## src/rtl/param_step_counter.sv

```systemverilog
// Signed up/down step counter with skip-value step doubling, bound hold or wrap,
// load with clamping, and a saturating wrap counter. All outputs are registered.
module param_step_counter #(
  parameter int WIDTH         = 10,
  parameter int INIT          = -50,
  parameter int MIN_VAL       = -230,
  parameter int MAX_VAL       = 235,
  parameter int UP_STEP       = 5,
  parameter int DOWN_STEP     = 9,
  parameter int UP_SKIP_VAL   = -16,
  parameter int DOWN_SKIP_VAL = -2,
  parameter int WRAP          = 0
) (
  input  logic                    clk,
  input  logic                    rst_n,
  input  logic                    en,
  input  logic                    mode,
  input  logic                    load,
  input  logic signed [WIDTH-1:0] load_val,
  output logic signed [WIDTH-1:0] cnt,
  output logic                    at_limit,
  output logic                    skipped,
  output logic                    wrapped,
  output logic [7:0]              wrap_cnt
);

  // Two guard bits keep every step and bound comparison free of overflow.
  localparam int XW     = WIDTH + 2;
  localparam int REP_LO = -(1 <<< (WIDTH - 1));
  localparam int REP_HI = (1 << (WIDTH - 1)) - 1;

  localparam logic signed [XW-1:0] MIN_X    = XW'(MIN_VAL);
  localparam logic signed [XW-1:0] MAX_X    = XW'(MAX_VAL);
  localparam logic signed [XW-1:0] UP_X     = XW'(UP_STEP);
  localparam logic signed [XW-1:0] UP2_X    = XW'(2 * UP_STEP);
  localparam logic signed [XW-1:0] DN_X     = XW'(DOWN_STEP);
  localparam logic signed [XW-1:0] DN2_X    = XW'(2 * DOWN_STEP);
  localparam logic signed [XW-1:0] UPSKIP_X = XW'(UP_SKIP_VAL);
  localparam logic signed [XW-1:0] DNSKIP_X = XW'(DOWN_SKIP_VAL);

  if (INIT < MIN_VAL || INIT > MAX_VAL) begin : g_bad_init
    $error("INIT must lie within [MIN_VAL, MAX_VAL]");
  end
  if (UP_STEP <= 0 || DOWN_STEP <= 0) begin : g_bad_step
    $error("UP_STEP and DOWN_STEP must be positive");
  end
  if (2 * UP_STEP >= MAX_VAL - MIN_VAL || 2 * DOWN_STEP >= MAX_VAL - MIN_VAL) begin : g_bad_span
    $error("doubled step must be smaller than MAX_VAL - MIN_VAL");
  end
  if (MIN_VAL < REP_LO || MAX_VAL > REP_HI || UP_SKIP_VAL < REP_LO || UP_SKIP_VAL > REP_HI ||
      DOWN_SKIP_VAL < REP_LO || DOWN_SKIP_VAL > REP_HI || 2 * UP_STEP > REP_HI ||
      2 * DOWN_STEP > REP_HI) begin : g_bad_range
    $error("parameter values must be representable in WIDTH signed bits");
  end

  function automatic logic signed [WIDTH-1:0] clamp_val(input logic signed [XW-1:0] v);
    if (v < MIN_X)      return MIN_X[WIDTH-1:0];
    else if (v > MAX_X) return MAX_X[WIDTH-1:0];
    else                return v[WIDTH-1:0];
  endfunction

  function automatic logic [7:0] sat_inc8(input logic [7:0] v);
    return (v == 8'hFF) ? v : v + 8'd1;
  endfunction

  logic signed [XW-1:0]    cnt_x;
  logic signed [XW-1:0]    step_x;
  logic signed [XW-1:0]    nxt_x;
  logic                    dbl;
  logic                    in_range;
  logic signed [WIDTH-1:0] cnt_d;
  logic                    at_limit_d;
  logic                    skipped_d;
  logic                    wrapped_d;
  logic [7:0]              wrap_cnt_d;

  always_comb begin
    cnt_x = XW'(cnt);
    if (mode) begin
      dbl    = (cnt_x == UPSKIP_X);
      step_x = dbl ? UP2_X : UP_X;
      nxt_x  = cnt_x + step_x;
    end else begin
      dbl    = (cnt_x == DNSKIP_X);
      step_x = dbl ? DN2_X : DN_X;
      nxt_x  = cnt_x - step_x;
    end
    in_range = (nxt_x >= MIN_X) && (nxt_x <= MAX_X);
  end

  // Flags default to 0 so each one describes only this cycle's operation.
  always_comb begin
    cnt_d      = cnt;
    at_limit_d = 1'b0;
    skipped_d  = 1'b0;
    wrapped_d  = 1'b0;
    wrap_cnt_d = wrap_cnt;
    if (load) begin
      cnt_d = clamp_val(XW'(load_val));
    end else if (en) begin
      if (in_range) begin
        cnt_d     = nxt_x[WIDTH-1:0];
        skipped_d = dbl;
      end else if (WRAP != 0) begin
        cnt_d      = mode ? MIN_X[WIDTH-1:0] : MAX_X[WIDTH-1:0];
        wrapped_d  = 1'b1;
        wrap_cnt_d = sat_inc8(wrap_cnt);
      end else begin
        at_limit_d = 1'b1;
      end
    end
  end

  // Output register stage
  always_ff @(posedge clk or negedge rst_n) begin
    if (!rst_n) begin
      cnt      <= WIDTH'(INIT);
      at_limit <= 1'b0;
      skipped  <= 1'b0;
      wrapped  <= 1'b0;
      wrap_cnt <= 8'd0;
    end else begin
      cnt      <= cnt_d;
      at_limit <= at_limit_d;
      skipped  <= skipped_d;
      wrapped  <= wrapped_d;
      wrap_cnt <= wrap_cnt_d;
    end
  end

endmodule

```

## config.mk

```make
export PLATFORM = sky130hd
export DESIGN_NAME = param_step_counter
export DESIGN_NICKNAME = d
export VERILOG_FILES = /design/src/rtl/param_step_counter.sv
export SDC_FILE = /design/constraint.sdc
export NUM_CORES = 1
export LEC_CHECK = 0
export CORE_ASPECT_RATIO = 0.75
export CORE_MARGIN = 5
export CORE_UTILIZATION = 49
export DETAILED_ROUTE_END_ITERATION = 8
export PLACE_DENSITY = 0.8
export RECOVER_POWER = 50
export SYNTH_ARGS = -nofsm -noshare
export SYNTH_HDL_FRONTEND = slang
export SYNTH_SLANG_ARGS = --single-unit
```

## constraint.sdc

```tcl
create_clock -name clk -period 4 [get_ports clk]
set_clock_uncertainty 0.05 [all_clocks]
set_input_delay 1 -clock clk [delete_from_list [all_inputs] [get_ports clk]]
set_output_delay 1 -clock clk [all_outputs]
set_load 0.03 [all_outputs]
```

After elaboration in Yosys (flattened, before gate mapping)

Cells that the tools add are included.
Widths: inputs -> output; s select.

Logic and storage cells: 30
Output and inout bits: 21
Register bits: 12
Bits of input ports: 15

Multiplexer cells: 15
$add $sub $neg: 2
Magnitude comparators: 4
Reductions and logical operators: 4
Equal/unequal tests: 2

Operator list:

| cell                | count |
|---|---|
| $mux 10             | 5 |
| $ge 12x9->1 const B | 1 |
| $le 12x9->1 const B | 1 |
| $mux 12             | 1 |
| $add 10x5->11       | 1 |
| $sub 10x6->11       | 1 |
| $eq 10x2->1 const B | 1 |
| $eq 10x5->1 const B | 1 |
| $gt 10x9->1 const B | 1 |
| $lt 10x9->1 const B | 1 |
| $mux 1              | 7 |
| $mux 5              | 1 |
| $mux 4              | 1 |
| $reduce_bool 2->1   | 2 |
| $reduce_and 2->1    | 1 |
| $logic_and 1x1->1   | 1 |

Depth between registers and ports, before layout

Depth in word-level cells: 9
Depth in mapped cells: 16
Gate-level depth less buffers: 15

Worst setup path after synthesis

OpenSTA, ideal clock, no wires.

Path kind: input-to-reg
Start: in mode
End: reg cnt[4]
Data arrival time: 3.691 ns
Stages: 13
Path buffers: 1
Setup slack: 0.133 ns
Required time: 3.824 ns
Cell sequence: a41oi_1 -> nand2b_1 -> ha_1 -> inv_1 -> fa_1 -> nand2b_1 -> a21o_1 -> a211oi_1 -> a2111oi_0 -> a211o_1 -> o221a_1 -> buf_6 -> a221o_1

Longest elaborated chain between the ends: 5

RTL lines:

| item                                       | line | text |
|---|---|---|
| start: declaration                         | 17   | `input logic mode,` |
| $mux 12 *                                  | 79   | `if (mode) begin` |
| $ge 12x9->1 or $le 12x9->1 (tied branches) | 88   | `in_range = (nxt_x >= MIN_X) && (nxt_x <= MAX_X);` |
| $logic_and 1x1->1                          | 88   |  |
| $reduce_bool 2->1 (no line)                | --   |  |
| $reduce_and 2->1 (no line)                 | --   |  |
| end signal: assignment                     | 117  | `cnt <= WIDTH'(INIT);` |
| end signal: assignment                     | 123  | `cnt <= cnt_d;` |
| end: declaration                           | 20   | `output logic signed [WIDTH-1:0] cnt,` |

Every way passes the cells marked *; elsewhere a longest branch is shown, timed or not. The select of a mux whose other input is x is not followed.
A chain may end at the register's enable or synchronous reset.

Worst setup path in the final report

Start: reg cnt[9]
End: reg cnt[5]

Longest elaborated chain between the ends: 8

RTL lines:

| item                                           | line |
|---|---|
| $eq 10x2->1 or $eq 10x5->1 (tied branches)     | 84, 80 |
| $mux 5 or $mux 4 (tied branches)               | 85, 81 |
| $sub 10x6->11 or $add 10x5->11 (tied branches) | 86, 82 |
| $mux 12 *                                      | 79 |
| $ge 12x9->1 or $le 12x9->1 (tied branches)     | 88 |
| $logic_and 1x1->1                              | 88 |
| $reduce_bool 2->1 (no line)                    | -- |
| $reduce_and 2->1 (no line)                     | -- |

Marked as above.

==> results.json <==
{
  "ioPinCount": 36,
  "grt_pass1_vias": 1540,
  "place_hpwl_mm": 3.42,
  "n_antenna_cell": 0,
  "reg2regPathDepth": 14,
  "p_seq_share_pct": 14.3,
  "clkPwrFrac_pct": 7.9,
  "ir_drop_mv": 0.532,
  "area_growth_pct": 45.6,
  "cpMaxStageDelayCell": "dfstp_2",
  "hp-class": "reg -> reg",
  "cts-root-buf": "clkbuf_8",
  "grt_usage_pct": 22.0,
  "worst_pin_slew_ps": 540,
  "place_congestion": 0.824,
  "switching_share_pct": 45.7,
  "antenna_found_initial": 0,
  "cts_buffers": 3,
  "syn_area_per_cell_um2": 8.50,
  "syn-instance-count": 162,
  "yosys_warnings": 0,
  "grt_pass1_wl_mm": 7.11,
  "comb_power_share_pct": 77.8,
  "grt_max_degree": 13,
  "nNetsFinal": 252,
  "r2r_start": "cnt[9]",
  "period_share_pct": 96.7,
  "setup_viol": 0,
  "status": "finished, final reports clean",
  "crit_required_ps": 4080,
  "die_area_um2": 3980,
  "rsz0062_at_grt": "false",
  "arrival_ps": 3940,
  "routed_wirelength_mm": 4.37,
  "fin_util_pct": 75.9,
  "p_switching_uw": 789,
  "drtIter0Drc": 148,
  "clk_pin_slew_worst_paths_ps": 50,
  "via_count": 1568,
  "synth_cell_types": 54,
  "ys.flop_type": "dfstp_2",
  "fmax_ghz": 0.259,
  "synth-edff-count": 0,
  "clock_path_buffers": 2,
  "initial_core_util_pct": 52.1,
  "clock_latency_ps": 250,
  "yosysSeqAreaShare_pct": 22.4,
  "min_from": "cnt[0]",
  "cts_tree": "done",
  "syn-cell-area_um2": 1380,
  "finalSetupTns_ps": 0,
  "rows": 16,
  "slew_viol_final": 0,
  "async_reset_ff_share_pct": 100,
  "dieWidth_um": 71.2,
  "worstSetupStartpoint": "cnt[9]",
  "setup.worst_path.start_class": "flop",
  "path_buf_inv": 2,
  "p_int_uw": 939,
  "crit_chain": "nand4_1, nor3_1, buf_4, a41oi_2, nand2b_4, ha_1, buf_4, a211o_1, and2_1, or3_1, a2111oi_2, a211o_1, o221a_4, mux2_1",
  "ant_nets": 0,
  "drive_gt1_share_pct": 27.1,
  "crit_path_end_kind": "flop",
  "hold_viol_final": 0,
  "p_leak_nw": 0.911,
  "critPathKind": "reg -> reg",
  "viasPerCell": 6.01,
  "port_buffers": 26,
  "synth_seq_cells": 12,
  "coreArea_um2": 2640,
  "hold_depth": 2,
  "h-tree-depth": 1,
  "firstDrtPassIters": 4,
  "cp_num_cells": 14,
  "maxCapViolations": 0,
  "cts_sinks": 12,
  "layout_min_cycle_time_ps": 3870,
  "relSlewSlack_pct": 63.9,
  "path_max_fanout": 8,
  "grt_overflow": 0,
  "critPathTopFamily": "compound AO/OA/AOI/OAI gates",
  "max_stage_delay_ps": 530,
  "power.density_nw_per_um2": 861,
  "drc": 0,
  "detail_route.wl_per_cell_um": 16.7,
  "fp.dieH_um": 55.9,
  "whs_ps": 552
}
==> cell type report <==
type                    count  area [um2]
repair buffers             63         537
fillers                   200         637
well taps                  36        45.0
multi-input cells         134        1010
flip-flops and latches     12         309
clock buffers               4        55.1
inverters                  12        45.0
==> registers in the layout, indices dropped and copies added (netlist names) <==
| signal | flops |
|---|---|
| cnt | 10 |
| skipped | 1 |
| at_limit | 1 |
==> power by group through the flow <==
stage / Sequential [mW] / Clock (mW) / Combinational [mW]
global route: 0.253 / 0.141 / 1.43
floorplan: 0.345 / 0 / 0.627
CTS: 0.247 / 0.137 / 1.32
global placement: 0.240 / 0 / 1.21
detailed placement: 0.245 / 0 / 1.25
finish: 0.248 / 0.136 / 1.34
==> Yosys cell counts (2+ instances only) <==
library cell  instances  area share, %
a211oi_1              3            1.6
nand2_1               6            1.6
xor2_1                3            1.9
nand2b_1              4            1.8
a21o_1                3            1.6
dfstp_2               7             13
a21oi_1               7            2.5
o221ai_1              3            1.9
ha_1                 10            9.1
a41oi_1               2            1.3
buf_6                 2            1.6
a211o_1               3            1.9
nor2b_1               4            1.8
and3_1                3            1.4
a31oi_1               4            1.8
a2111oi_0             2            1.3
dfrtp_1               5            9.1
mux2_1                6            4.9
nor3_1                3            1.1
inv_1                11            3.0
a221o_1               2            1.5
or2_2                 2           0.91
nand3_1               4            1.5
a2bb2oi_1             2            1.3
nor3b_1               2            1.1
o21a_1                2            1.1
buf_4                 9            4.9
o211a_1               2            1.5
nor2_1               10            2.7
o21ai_0              10            3.6
or3_1                 3            1.4
==> worst register-to-register path, delay by kind of cell, from the launching register on <==
kind / cells / cell delay (ps)
AO/OA/AOI/OAI: 5 / 1210
AND/OR/NAND/NOR: 5 / 1110
flip-flops: 1 / 530
multiplexers: 1 / 350
buffers and inverters: 2 / 300
adder cells (fa/ha/maj): 1 / 190
==> through the flow <==
step	cells	power [mW]	setup slack [ps]	cell area, um2
2_1_floorplan	170	0.971	133	1410
3_3_place_gp	256	1.45	-424	1890
3_5_place_dp	256	1.50	-578	1890
4_1_cts	261	1.70	170	2000
5_1_grt	261	1.83	0.638	2010
6_report	261	1.73	132	2010
==> cell usage in the layout (no fill, tap or decap), drive strengths merged, types with 4 or more instances in the layout <==
cell           count
buf               37
clkdlybuf4s50     19
inv               11
o21ai             11
nor2              10
ha                10
conb               9
a21oi              7
dfstp              7
mux2               7
nand2              6
dlygate4sd3        6
dfrtp              5
nand3              4
nor2b              4
a31oi              4
clkbuf             4
o221ai             4
nand2b             4
==> per-layer routing <==
layer	share of wire [%]	vias up	global-route usage [%]
li1	-	733	-
met1	42	763	28.8
met2	51	62	37.3
met3	5.9	10	3.61
met4	1.6	0	5.36
met5	0	-	0
==> cells by family (layout without fill, tap and decap cells) <==
group	Yosys count	in the layout	synth area share, %
AO/OA/AOI/OAI	57	57	30.5
AND/OR/NAND/NOR	46	46	17.8
buffers and inverters	24	79	10.2
flip-flops	12	12	22.4
adder cells (fa/ha/maj)	11	11	10.5
multiplexers	7	7	5.72
XOR/XNOR	4	4	2.54
other	1	9	0.272
==> repair_timing <==
item | in CTS | in global routing
gates resized for setup | 11 | 1
setup endpoints to repair | 12 | 1
pin swaps | 5 | 0
hold buffers | 0 | 0
setup buffers | 1 | 0
hold endpoints to repair | 0 | 0
==> worst paths after layout <==
kind                          end  slack, ps
max in group asynchronous  cnt[9]       2410
hold reg to reg            cnt[0]        550
setup / recovery           cnt[5]        130
setup reg to reg           cnt[5]        130
hold / removal             cnt[0]        550
min in group asynchronous  cnt[0]       1120
Power figures use the tool's default switching activity.
